$ cat src/rtl/mem_access_unit_if.sv
// Memory-side handshake bundle for the load/store unit: request fields out,
// ready and read data back in the same cycle.
interface mem_access_unit_if;
   logic        mem_valid;
   logic        mem_we;
   logic [31:0] mem_addr;
   logic [3:0]  mem_be;
   logic [31:0] mem_wdata;
   logic        mem_ready;
   logic [31:0] mem_rdata;

   modport master (
      output mem_valid, mem_we, mem_addr, mem_be, mem_wdata,
      input  mem_ready, mem_rdata
   );

   modport slave (
      input  mem_valid, mem_we, mem_addr, mem_be, mem_wdata,
      output mem_ready, mem_rdata
   );
endinterface

$ cat src/rtl/mem_access_unit.sv
// Load/store unit: latches one controller request, runs a valid/ready access
// to variable-latency memory with timeout, and returns formatted load data.
module mem_access_unit #(
   parameter int unsigned TIMEOUT = 16
) (
   input  logic              clk,
   input  logic              reset,
   input  logic              rd_req,
   input  logic [1:0]        memwrite,
   input  logic [1:0]        ltype,
   input  logic [31:0]       addr,
   input  logic [31:0]       wdata,
   mem_access_unit_if.master mem,
   output logic [31:0]       rdata,
   output logic              done,
   output logic              err,
   output logic              busy
);

   typedef enum logic [1:0] {IDLE, REQ, RESP} state_e;
   typedef enum logic [1:0] {SZ_WORD, SZ_HALF, SZ_BYTE} size_e;

   localparam logic [7:0] CNT_LAST = 8'(TIMEOUT - 1);

   state_e      state_q, state_d;
   size_e       size_q, size_d, req_size;
   logic        we_q, we_d;
   logic        sext_q, sext_d;
   logic        err_q, err_d;
   logic [31:0] addr_q, addr_d;
   logic [31:0] wdata_q, wdata_d;
   logic [31:0] rdata_q, rdata_d;
   logic [7:0]  cnt_q, cnt_d;
   logic        accept, misalign;
   logic [31:0] lane_shift, load_val;
   logic [3:0]  be_full;
   logic [31:0] wdata_rep;

   always_ff @(posedge clk or posedge reset) begin
      if (reset) begin
         state_q <= IDLE;
         size_q  <= SZ_WORD;
         we_q    <= 1'b0;
         sext_q  <= 1'b0;
         err_q   <= 1'b0;
         addr_q  <= '0;
         wdata_q <= '0;
         rdata_q <= '0;
         cnt_q   <= '0;
      end else begin
         state_q <= state_d;
         size_q  <= size_d;
         we_q    <= we_d;
         sext_q  <= sext_d;
         err_q   <= err_d;
         addr_q  <= addr_d;
         wdata_q <= wdata_d;
         rdata_q <= rdata_d;
         cnt_q   <= cnt_d;
      end
   end

   // A store on memwrite takes priority over a simultaneous rd_req.
   always_comb begin
      state_d  = state_q;
      size_d   = size_q;
      we_d     = we_q;
      sext_d   = sext_q;
      err_d    = err_q;
      addr_d   = addr_q;
      wdata_d  = wdata_q;
      rdata_d  = rdata_q;
      cnt_d    = cnt_q;
      accept   = rd_req | (memwrite != 2'b00);
      req_size = SZ_WORD;
      if (memwrite != 2'b00) begin
         case (memwrite)
            2'b01:   req_size = SZ_WORD;
            2'b10:   req_size = SZ_BYTE;
            default: req_size = SZ_HALF;
         endcase
      end else begin
         case (ltype)
            2'b00:   req_size = SZ_WORD;
            2'b11:   req_size = SZ_HALF;
            default: req_size = SZ_BYTE;
         endcase
      end
      misalign = ((req_size == SZ_WORD) && (addr[1:0] != 2'b00)) ||
                 ((req_size == SZ_HALF) && addr[0]);

      case (state_q)
         IDLE: begin
            cnt_d = '0;
            if (accept) begin
               addr_d  = addr;
               wdata_d = wdata;
               we_d    = (memwrite != 2'b00);
               sext_d  = (ltype != 2'b10);
               size_d  = req_size;
               err_d   = misalign;
               state_d = misalign ? RESP : REQ;
            end
         end
         REQ: begin
            if (mem.mem_ready) begin
               state_d = RESP;
               if (!we_q) rdata_d = load_val;
            end else if (cnt_q == CNT_LAST) begin
               err_d   = 1'b1;
               state_d = RESP;
            end else begin
               cnt_d = cnt_q + 8'd1;
            end
         end
         RESP: begin
            cnt_d   = '0;
            state_d = IDLE;
         end
         default: state_d = IDLE;
      endcase
   end

   // Shifting the addressed lane down to bit 0 covers all three load sizes.
   always_comb begin
      lane_shift = mem.mem_rdata >> {addr_q[1:0], 3'b000};
      case (size_q)
         SZ_BYTE: load_val = {{24{sext_q & lane_shift[7]}}, lane_shift[7:0]};
         SZ_HALF: load_val = {{16{sext_q & lane_shift[15]}}, lane_shift[15:0]};
         default: load_val = lane_shift;
      endcase
   end

   always_comb begin
      case (size_q)
         SZ_BYTE: begin
            be_full   = 4'b0001 << addr_q[1:0];
            wdata_rep = {4{wdata_q[7:0]}};
         end
         SZ_HALF: begin
            be_full   = addr_q[1] ? 4'b1100 : 4'b0011;
            wdata_rep = {2{wdata_q[15:0]}};
         end
         default: begin
            be_full   = 4'b1111;
            wdata_rep = wdata_q;
         end
      endcase
      mem.mem_valid = (state_q == REQ);
      mem.mem_we    = (state_q == REQ) & we_q;
      mem.mem_addr  = (state_q == REQ) ? {addr_q[31:2], 2'b00} : '0;
      mem.mem_be    = (state_q == REQ) ? be_full : '0;
      mem.mem_wdata = (state_q == REQ) ? wdata_rep : '0;
      done          = (state_q == RESP);
      err           = (state_q == RESP) & err_q;
      busy          = (state_q != IDLE);
      rdata         = rdata_q;
   end

endmodule

$ cat src/flat_wrapper.sv
// flat-port wrapper written by rule: the top's interface ports become plain ports
module mem_access_unit_flat 
#(
   parameter int unsigned TIMEOUT = 16
)
  (clk, reset, rd_req, memwrite, ltype, addr, wdata, rdata, done, err, busy, mem_mem_valid, mem_mem_we, mem_mem_addr, mem_mem_be, mem_mem_wdata, mem_mem_ready, mem_mem_rdata);
  mem_access_unit_if mem_i ();
  input  logic clk;
  input  logic reset;
  input  logic rd_req;
  input  logic [1:0] memwrite;
  input  logic [1:0] ltype;
  input  logic [31:0] addr;
  input  logic [31:0] wdata;
  output logic [31:0] rdata;
  output logic done;
  output logic err;
  output logic busy;
  output wire logic [$bits(mem_i.mem_valid)-1:0] mem_mem_valid;
  output wire logic [$bits(mem_i.mem_we)-1:0] mem_mem_we;
  output wire logic [$bits(mem_i.mem_addr)-1:0] mem_mem_addr;
  output wire logic [$bits(mem_i.mem_be)-1:0] mem_mem_be;
  output wire logic [$bits(mem_i.mem_wdata)-1:0] mem_mem_wdata;
  input wire logic [$bits(mem_i.mem_ready)-1:0] mem_mem_ready;
  input wire logic [$bits(mem_i.mem_rdata)-1:0] mem_mem_rdata;
  assign mem_mem_valid = mem_i.mem_valid;
  assign mem_mem_we = mem_i.mem_we;
  assign mem_mem_addr = mem_i.mem_addr;
  assign mem_mem_be = mem_i.mem_be;
  assign mem_mem_wdata = mem_i.mem_wdata;
  assign mem_i.mem_ready = mem_mem_ready;
  assign mem_i.mem_rdata = mem_mem_rdata;
  mem_access_unit #(.TIMEOUT(TIMEOUT)) u_core (.clk(clk), .reset(reset), .rd_req(rd_req), .memwrite(memwrite), .ltype(ltype), .addr(addr), .wdata(wdata), .mem(mem_i), .rdata(rdata), .done(done), .err(err), .busy(busy));
endmodule
$ cat config.mk
export PLATFORM = sky130hd
export DESIGN_NAME = mem_access_unit_flat
export DESIGN_NICKNAME = d
export VERILOG_FILES = /design/src/rtl/mem_access_unit_if.sv /design/src/rtl/mem_access_unit.sv /design/src/flat_wrapper.sv
export SDC_FILE = /design/constraint.sdc
export NUM_CORES = 1
export LEC_CHECK = 0
export BUFFER_PORTS_ARGS = -buffer_cell sky130_fd_sc_hd__buf_2
export CAP_MARGIN = 5
export CORE_MARGIN = 1.5
export CORE_UTILIZATION = 38
export CTS_CLUSTER_SIZE = 10
export DETAILED_ROUTE_END_ITERATION = 10
export MAX_ROUTING_LAYER = met4
export PLACE_DENSITY_LB_ADDON = 0.12
export SLEW_MARGIN = 25
export SYNTH_ARGS = -nofsm -noshare
export SYNTH_HDL_FRONTEND = slang
export SYNTH_SLANG_ARGS = --single-unit
$ cat constraint.sdc
create_clock -name clk -period 5.85 [get_ports clk]
set_input_delay 0.585 -clock clk [delete_from_list [all_inputs] [get_ports clk]]
set_output_delay 0.585 -clock clk [all_outputs]
set_load 0.01 [all_outputs]
==> metrics.md, run 1 <==
| Metric | Value |
|---|---|
| Mapped Area | 0.00565 mm^2 |
| Max cap viols | 0 |
| First-pass GRT wire length | 25700 um |
| CTS tree | done |
| PnR worst setup slack | 2.92 ns |
| Share of layout cells above drive strength 1 | 29.4% |
| Area growth, synth to finish | 25.7% |
| Yosys reg bits | 111 |
| Largest net degree at the start of global routing | 64 |
| Reg clk slew, reported paths | 0.07 ns |
| Critical Path AT | 2.35 ns |
| CP top delay family | buffers and inverters |
| Slowest CP cell | dfrtp_1 |
| Synth area leaders | dfrtp_1, nand2_1, and2_1 |
| Fin Setup TNS | 0 ns |
| Initial core utilization | 38.9% |
| Met2 Wirelength | 7430 um |
| CTS Hold Bufs | 0 |
| Final nets | 941 |
| Clock Latency Late Sink | 0.36 ns |
| Core Region | 0.0145 mm^2 |
| DIE AREA | 0.0156 mm^2 |
| Critical path capture point type | primary output |
| Sequential area share after synthesis | 49.2% |
| Maximum clock frequency | 341 MHz |
| Crit Path Max Fanout | 50 |
| Post-synth EDFFs | 0 |
| Wl on met1 | 7240 um |
| Final Max Slew Viols | 0 |
| Die Span Y | 125 um |
| Peak supply drop | 0.000260 V |
| Synth Flop Type | dfrtp_1 |
| Power Density | 547 mW/mm^2 |
| Post-CTS setup buffer count | 0 |
| Ant diodes | 0 |
| Top routing layer used | met4 |
| WL final | 16000 um |
| Worst Skew | 0.0106 ns |
| Port bufs | 206 |
| Mean Syn Cell Area | 8.68 um^2 |
| Clock Tree Buf Depth | 2 |
| Via count | 5118 |
| Gr ovfl total | 0 |
| Crit path required time | 5.27 ns |
| Measured slew at the worst slew-check pin | 0.924 ns |
| Seq. cell area | 0.00278 mm^2 |
| Ys async rst share | 100% |
| Count of cell types in the netlist | 43 |
| P_leak | 0.00393 uW |
| Antenna Nets Post-Route | 0 |
| Fillers | 1481 |
| Final GP Congestion | 0.829 |
| Hold crit path type | in -> async |
| Wire per inst | 15.7 um |
| DRT Pass-1 Iters | 5 |
| Outcome | finished, final reports clean |
| Multi-input gate area | 0.00259 mm^2 |
| Wire length on met3 | 1130 um |
| RSZ-0062 raised after global routing | no |
| HPWL Detailed | 11300 um |
| Drt via density | 5.03 |
| Die X | 125 um |
| Slew HR | 38.3% |
| CTS Root Cell | clkbuf_16 |
| CP cell instances | nand2b_1, inv_1, buf_4, nand2_1, a21oi_1, buf_2 |
| Worst Path Buf+Inv | 3 |
| Final period util | 50.1% |
| GRT Total Usage | 21.1% |
| Vias in the first global route | 4986 |
| Post-synth top area share | 49.2% |
| H-tree levels | 3 |
| I/O Pins | 209 |
| CTS resizes | 0 |
| Initial antenna violation count | 0 |
| Mapped Cells | 651 |
| Syn. warnings | 0 |
| TritonCTS Buffers | 9 |
| Layout Cells excl Fill | 1018 |
| Min cycle time layout | 2.93 ns |
| Pre-CTS setup slack | 3.11 ns |
| Final hold vios | 0 |
| Number of setup violations in the final report | 0 |
| Crit path largest cell delay | 0.54 ns |
| Final Hold Slack | 0.390 ns |
| # rows | 44 |
| Sink Count | 111 |
| Biggest area consumer among synthesized cells | dfrtp_1 |
| Initial DRC count | 401 |
| Drt drc | 0 |
| Final Util | 48.9% |
| CP Class | reg -> out |
| Startpoint types | flop |
| # placed instances | 1003 |
==> worst register-to-register path: stages, from the launching register on <==
cell	delay (ns)
dfrtp_1	0.50
or2_2	0.40
a21oi_4	0.61
buf_4	0.59
o21ai_0	0.24
o31a_1	0.15
==> metal layers <==
| layer | vias up | global-route usage [%] |
|---|---|---|
| met2 | 188 | 32.9 |
| met3 | 11 | 5.39 |
| met5 | - | - |
| met1 | 2429 | 27.7 |
| li1 | 2490 | - |
| met4 | 0 | 5.41 |
==> cells in the mapped netlist (4+ instances only) <==
cell      count
dfrtp_1     111
a221o_1      16
nand2_1     184
nand3_1       4
and2_1       54
a31oi_1       4
a22oi_1       9
clkbuf_1     26
inv_1        25
a211o_1       7
o21ai_1       5
buf_2        12
nor2_1       42
mux2i_1      18
and3_1        9
ha_1          7
nor2b_1       5
o21ai_0      33
a21oi_1      35
mux2_2        8
==> metrics by stage <==
| step | area [um^2] | total power (uW) |
|---|---|---|
| 3_3_place_gp | 6770 | 3200 |
| 4_1_cts | 7100 | 3930 |
| 5_1_grt | 7100 | 4200 |
| 6_report | 7100 | 3890 |
| 2_1_floorplan | 5650 | 2600 |
| 3_5_place_dp | 6780 | 3240 |
==> placed cells by master, fill, tap and decap left out, types with 2 or more instances in the layout <==
master / Yosys / final
buf_4: 2 / 6
or2_2: 3 / 3
bufinv_16: 0 / 2
buf_2: 12 / 206
nand3_1: 4 / 4
clkbuf_16: 0 / 9
nand2b_1: 3 / 3
inv_1: 25 / 24
ha_1: 7 / 7
xnor2_1: 3 / 3
conb_1: 1 / 2
dfrtp_1: 111 / 110
xor2_1: 2 / 2
a31oi_1: 4 / 4
and2_1: 54 / 54
a21oi_1: 35 / 34
and3_1: 9 / 9
nand4_1: 2 / 2
mux2i_1: 18 / 18
o21ai_0: 33 / 33
a22oi_1: 9 / 9
o31ai_1: 2 / 2
mux2_2: 8 / 8
nor2b_1: 5 / 5
a221o_1: 16 / 16
nor2_1: 42 / 42
o21ai_1: 5 / 5
a211o_1: 7 / 7
nand2_1: 184 / 184
==> cells by family after synthesis <==
family          after synthesis  share of synthesized area, %
simple gates                312                          24.6
compound gates              117                          13.2
fa+ha+maj                     7                          1.55
mux                          27                          5.18
buf+inv                      71                          5.51
other cells                   1                        0.0664
flops                       111                          49.2
xor+xnor                      5                         0.775
==> flip-flops by register name, summed over array words and instances, names as in the netlist <==
register / count
u_core.err_q: 1
u_core.we_q: 1
u_core.size_q: 2
u_core.rdata: 32
u_core.cnt_q: 8
u_core.addr_q: 32
u_core.wdata_q: 32
u_core.state_q: 2
u_core.sext_q: 1
==> power by group <==
part / switching (uW) / internal (uW)
clock network: 284 / 386
registers: 254 / 1110
logic: 1130 / 722
total: 1670 / 2220
==> final cells by class <==
cell class | count | share of cell area, %
sequential | 111 | 39.1
multi-input combinational | 470 | 36.5
timing repair buffer | 213 | 15.3
clock buffer | 10 | 3.36
tap | 184 | 3.24
inverter | 25 | 1.36
clock inverter | 5 | 1.14
==> final timing paths <==
path / endpoint / slack (ns) / cells past startpoint / from
worst min-delay path: u_core.rdata[1]$_DFFE_PP0P_ / 0.39 / 2 / reset
max in group asynchronous: u_core.addr_q[0]$_DFFE_PP0P_ / 4.29 / 3 / reset
worst max-delay path: mem_mem_wdata[13] / 2.92 / 6 / u_core.state_q[0]$_DFFE_PP0P_
worst max register to register: u_core.err_q$_DFFE_PP0P_ / 3.25 / 5 / u_core.state_q[0]$_DFFE_PP0P_
worst min register to register: u_core.addr_q[31]$_DFFE_PP0P_ / 0.47 / 2 / u_core.addr_q[31]$_DFFE_PP0P_
min in group clk: u_core.addr_q[29]$_DFFE_PP0P_ / 0.41 / 3 / addr[29]
Power figures use the tool's default switching activity.
==> inputs of run 2 (changes only) <==
==> constraint.sdc (replaced) <==
create_clock -name clk -period 2.8 [get_ports clk]
set_input_delay 0.28 -clock clk [delete_from_list [all_inputs] [get_ports clk]]
set_output_delay 0.28 -clock clk [all_outputs]
set_load 0.01 [all_outputs]
==> run 2 against run 1 <==
Effect of this change:
- register-to-register slack lost 2.7 ns
- global-route usage increased by 0.14 points
- worst setup slack got worse by 2.7 ns
- combinational power increased by 110%
- critical endpoint is now mem_mem_wdata[14]
- largest cell class unchanged
- largest power group unchanged
==> metrics.md, run 2 (synthesized netlist as in run 1, its figures left out) <==
| Metric | Value |
|---|---|
| # rows | 44 (unchanged) |
| Switching Power | 3500 uW (+110%) |
| # placed instances | 1008 (+0.50%) |
| CTS tree | done |
| Area growth, synth to finish | 26.6% |
| Final nets | 946 (+0.53%) |
| Initial antenna violation count | 1 (+1) |
| Sequential group share of total power | 34.4% (-0.8 points) |
| First-pass GRT wire length | 25900 um (+0.48%) |
| Core Region | 0.0145 mm^2 (unchanged) |
| Min cycle time layout | 2.53 ns |
| Critical path capture point type | primary output |
| Drt drc | 0 (unchanged) |
| Most frequent cells in the layout | buf_2, nand2_1, dfrtp_1, and2_1, nor2_1 |
| Number of setup violations in the final report | 0 (unchanged) |
| Area post-placement | 0.00683 mm^2 (+0.70%) |
| CTS Hold Bufs | 0 (unchanged) |
| Wire per inst | 15.6 um (-0.85%) |
| Outcome | finished, final reports clean |
| FF-to-FF Start | u_core.size_q[0]$_DFFE_PP0P_ |
| Most common cell after layout, fill and taps aside | buf_2 |
| Clock Tree Buf Depth | 2 (unchanged) |
| Reg clk slew, reported paths | 0.07 ns (about the same) |
| RSZ-0062 raised after global routing | no |
| I/O Pins | 209 (unchanged) |
| Sink Count | 111 (unchanged) |
| Gr ovfl total | 0 (unchanged) |
| Measured slew at the worst slew-check pin | 0.704 ns (-0.220 ns) |
| Final GP Congestion | 0.865 (+4.4%) |
| Flop2flop setup slack | 0.55 ns (-2.70 ns) |
| Initial core utilization | 38.9% (unchanged) |
| CP Class | reg -> out |
| Hold crit path type | in -> async |
| Fin Setup TNS | 0 ns (unchanged) |
| Clk pwr share | 16.9% (-0.3 points) |
| Vias in the first global route | 5090 (+2.1%) |
| Final period util | 90.5% |
| Slew HR | 52.9% (+15 points) |
| Port bufs | 206 (unchanged) |
| WL final | 16000 um (about the same) |
| Reg2reg end | u_core.rdata[31]$_DFFE_PP0P_ |
| Startpoint types | flop |
| TritonCTS Buffers | 9 (unchanged) |
| Drt via density | 5.06 (+0.71%) |
| HPWL Detailed | 11500 um (+1.8%) |
| Multi-input gate area | 0.00259 mm^2 (unchanged) |
| CTS Root Cell | clkbuf_16 |
| CTS resizes | 0 (unchanged) |
| Final hold vios | 0 (unchanged) |
| DRT Pass-1 Iters | 4 (-1) |
| Share of layout cells above drive strength 1 | 29.5% (+0.15 points) |
| H-tree levels | 3 (unchanged) |
| Largest net degree at the start of global routing | 70 (+9.4%) |
| Switching share of total power | 42.9% (about the same) |
| Antenna Nets Post-Route | 0 (unchanged) |
| Max cap viols | 0 (unchanged) |
| Critical Path AT | 2.25 ns (-0.10 ns) |
| Layout Cells excl Fill | 1026 (+0.79%) |
| Initial DRC count | 295 (-26%) |
| Die X | 125 um (unchanged) |
| Worst Skew | 0.00883 ns (-0.00179 ns) |
| Crit Path Max Fanout | 24 (-52%) |
| Peak supply drop | 0.000522 V (+100%) |
| Maximum clock frequency | 395 MHz |
| Pint | 4660 uW (+110%) |
| Final Max Slew Viols | 0 (unchanged) |
| Final Instance Area | 0.00715 mm^2 (+0.65%) |
| DIE AREA | 0.0156 mm^2 (unchanged) |
| Seq. cell area | 0.00278 mm^2 (about the same) |
| Crit path required time | 2.52 ns (-2.75 ns) |
| Post-CTS setup buffer count | 0 (unchanged) |
| Die Span Y | 125 um (unchanged) |
| Combinational Power Share | 48.7% (+1.1 points) |
| Fillers | 1436 (-3.0%) |
| Via count | 5195 (+1.5%) |
| GRT Total Usage | 21.2% (+0.14 points) |
| Power Density | 1140 mW/mm^2 (+110%) |
| P_leak | 0.00396 uW (+0.58%) |
| Clock Latency Late Sink | 0.35 ns (about the same) |
| Worst r2r path cells | 5 (unchanged) |
-- run 2: worst max-delay path by stage --
stage                                 start                            to  cells after the start
2_1_floorplan  u_core.size_q[0]$_DFFE_PP0P_             mem_mem_wdata[19]                      7
3_3_place_gp   u_core.addr_q[0]$_DFFE_PP0P_  u_core.rdata[24]$_DFFE_PP0P_                      4
3_5_place_dp   u_core.size_q[0]$_DFFE_PP0P_  u_core.rdata[25]$_DFFE_PP0P_                      5
4_1_cts        u_core.size_q[0]$_DFFE_PP0P_             mem_mem_wdata[13]                      7
5_1_grt        u_core.size_q[0]$_DFFE_PP0P_             mem_mem_wdata[30]                      7
6_report       u_core.size_q[0]$_DFFE_PP0P_             mem_mem_wdata[14]                      7
-- run 2: critical path, stage by stage (launching register included) --
cell and delay, ns:
dfrtp_1 0.37, inv_1 0.05, ha_1 0.57, buf_4 0.35
a221o_1 0.15, nand2_1 0.06, a21oi_1 0.18, buf_2 0.16
-- run 2: power groups by stage --
stage	clock network, uW	registers (uW)	logic [uW]
floorplan	0	2750	2670
global placement	0	2810	3940
detailed placement	0	2830	4000
CTS	1420	2810	4020
global route	1470	2910	4460
finish	1380	2810	3970
-- run 2: area by class of cell --
cell class	instances	share of cell area (%)
antenna	2	0.0700
clock buffer	11	3.25
clock inverter	5	1.15
inverter	25	1.36
multi-input combinational	470	36.2
sequential	111	38.8
tap	184	3.22
timing repair buffer	218	15.9
-- run 2: stage by stage --
step                hold slack, ns  total power [uW]  worst slack [ns]  utilization (%)
global placement             0.424              6740             0.622             47.0
detailed placement           0.428              6840             0.583             47.0
finish                      0.0222              8160             0.267             49.2
global route                0.0674              8830            0.0303             49.2
floorplan                    0.385              5420             0.824                -
CTS                         0.0488              8250             0.241             49.2
-- run 2: metal layers --
layer / wire length, um / GRT usage, % / up-vias
met4: 205 / 4.81 / 0
met3: 1030 / 4.84 / 15
met1: 7220 / 27.9 / 2496
li1: - / - / 2505
met5: 0 / - / -
met2: 7530 / 33.8 / 179
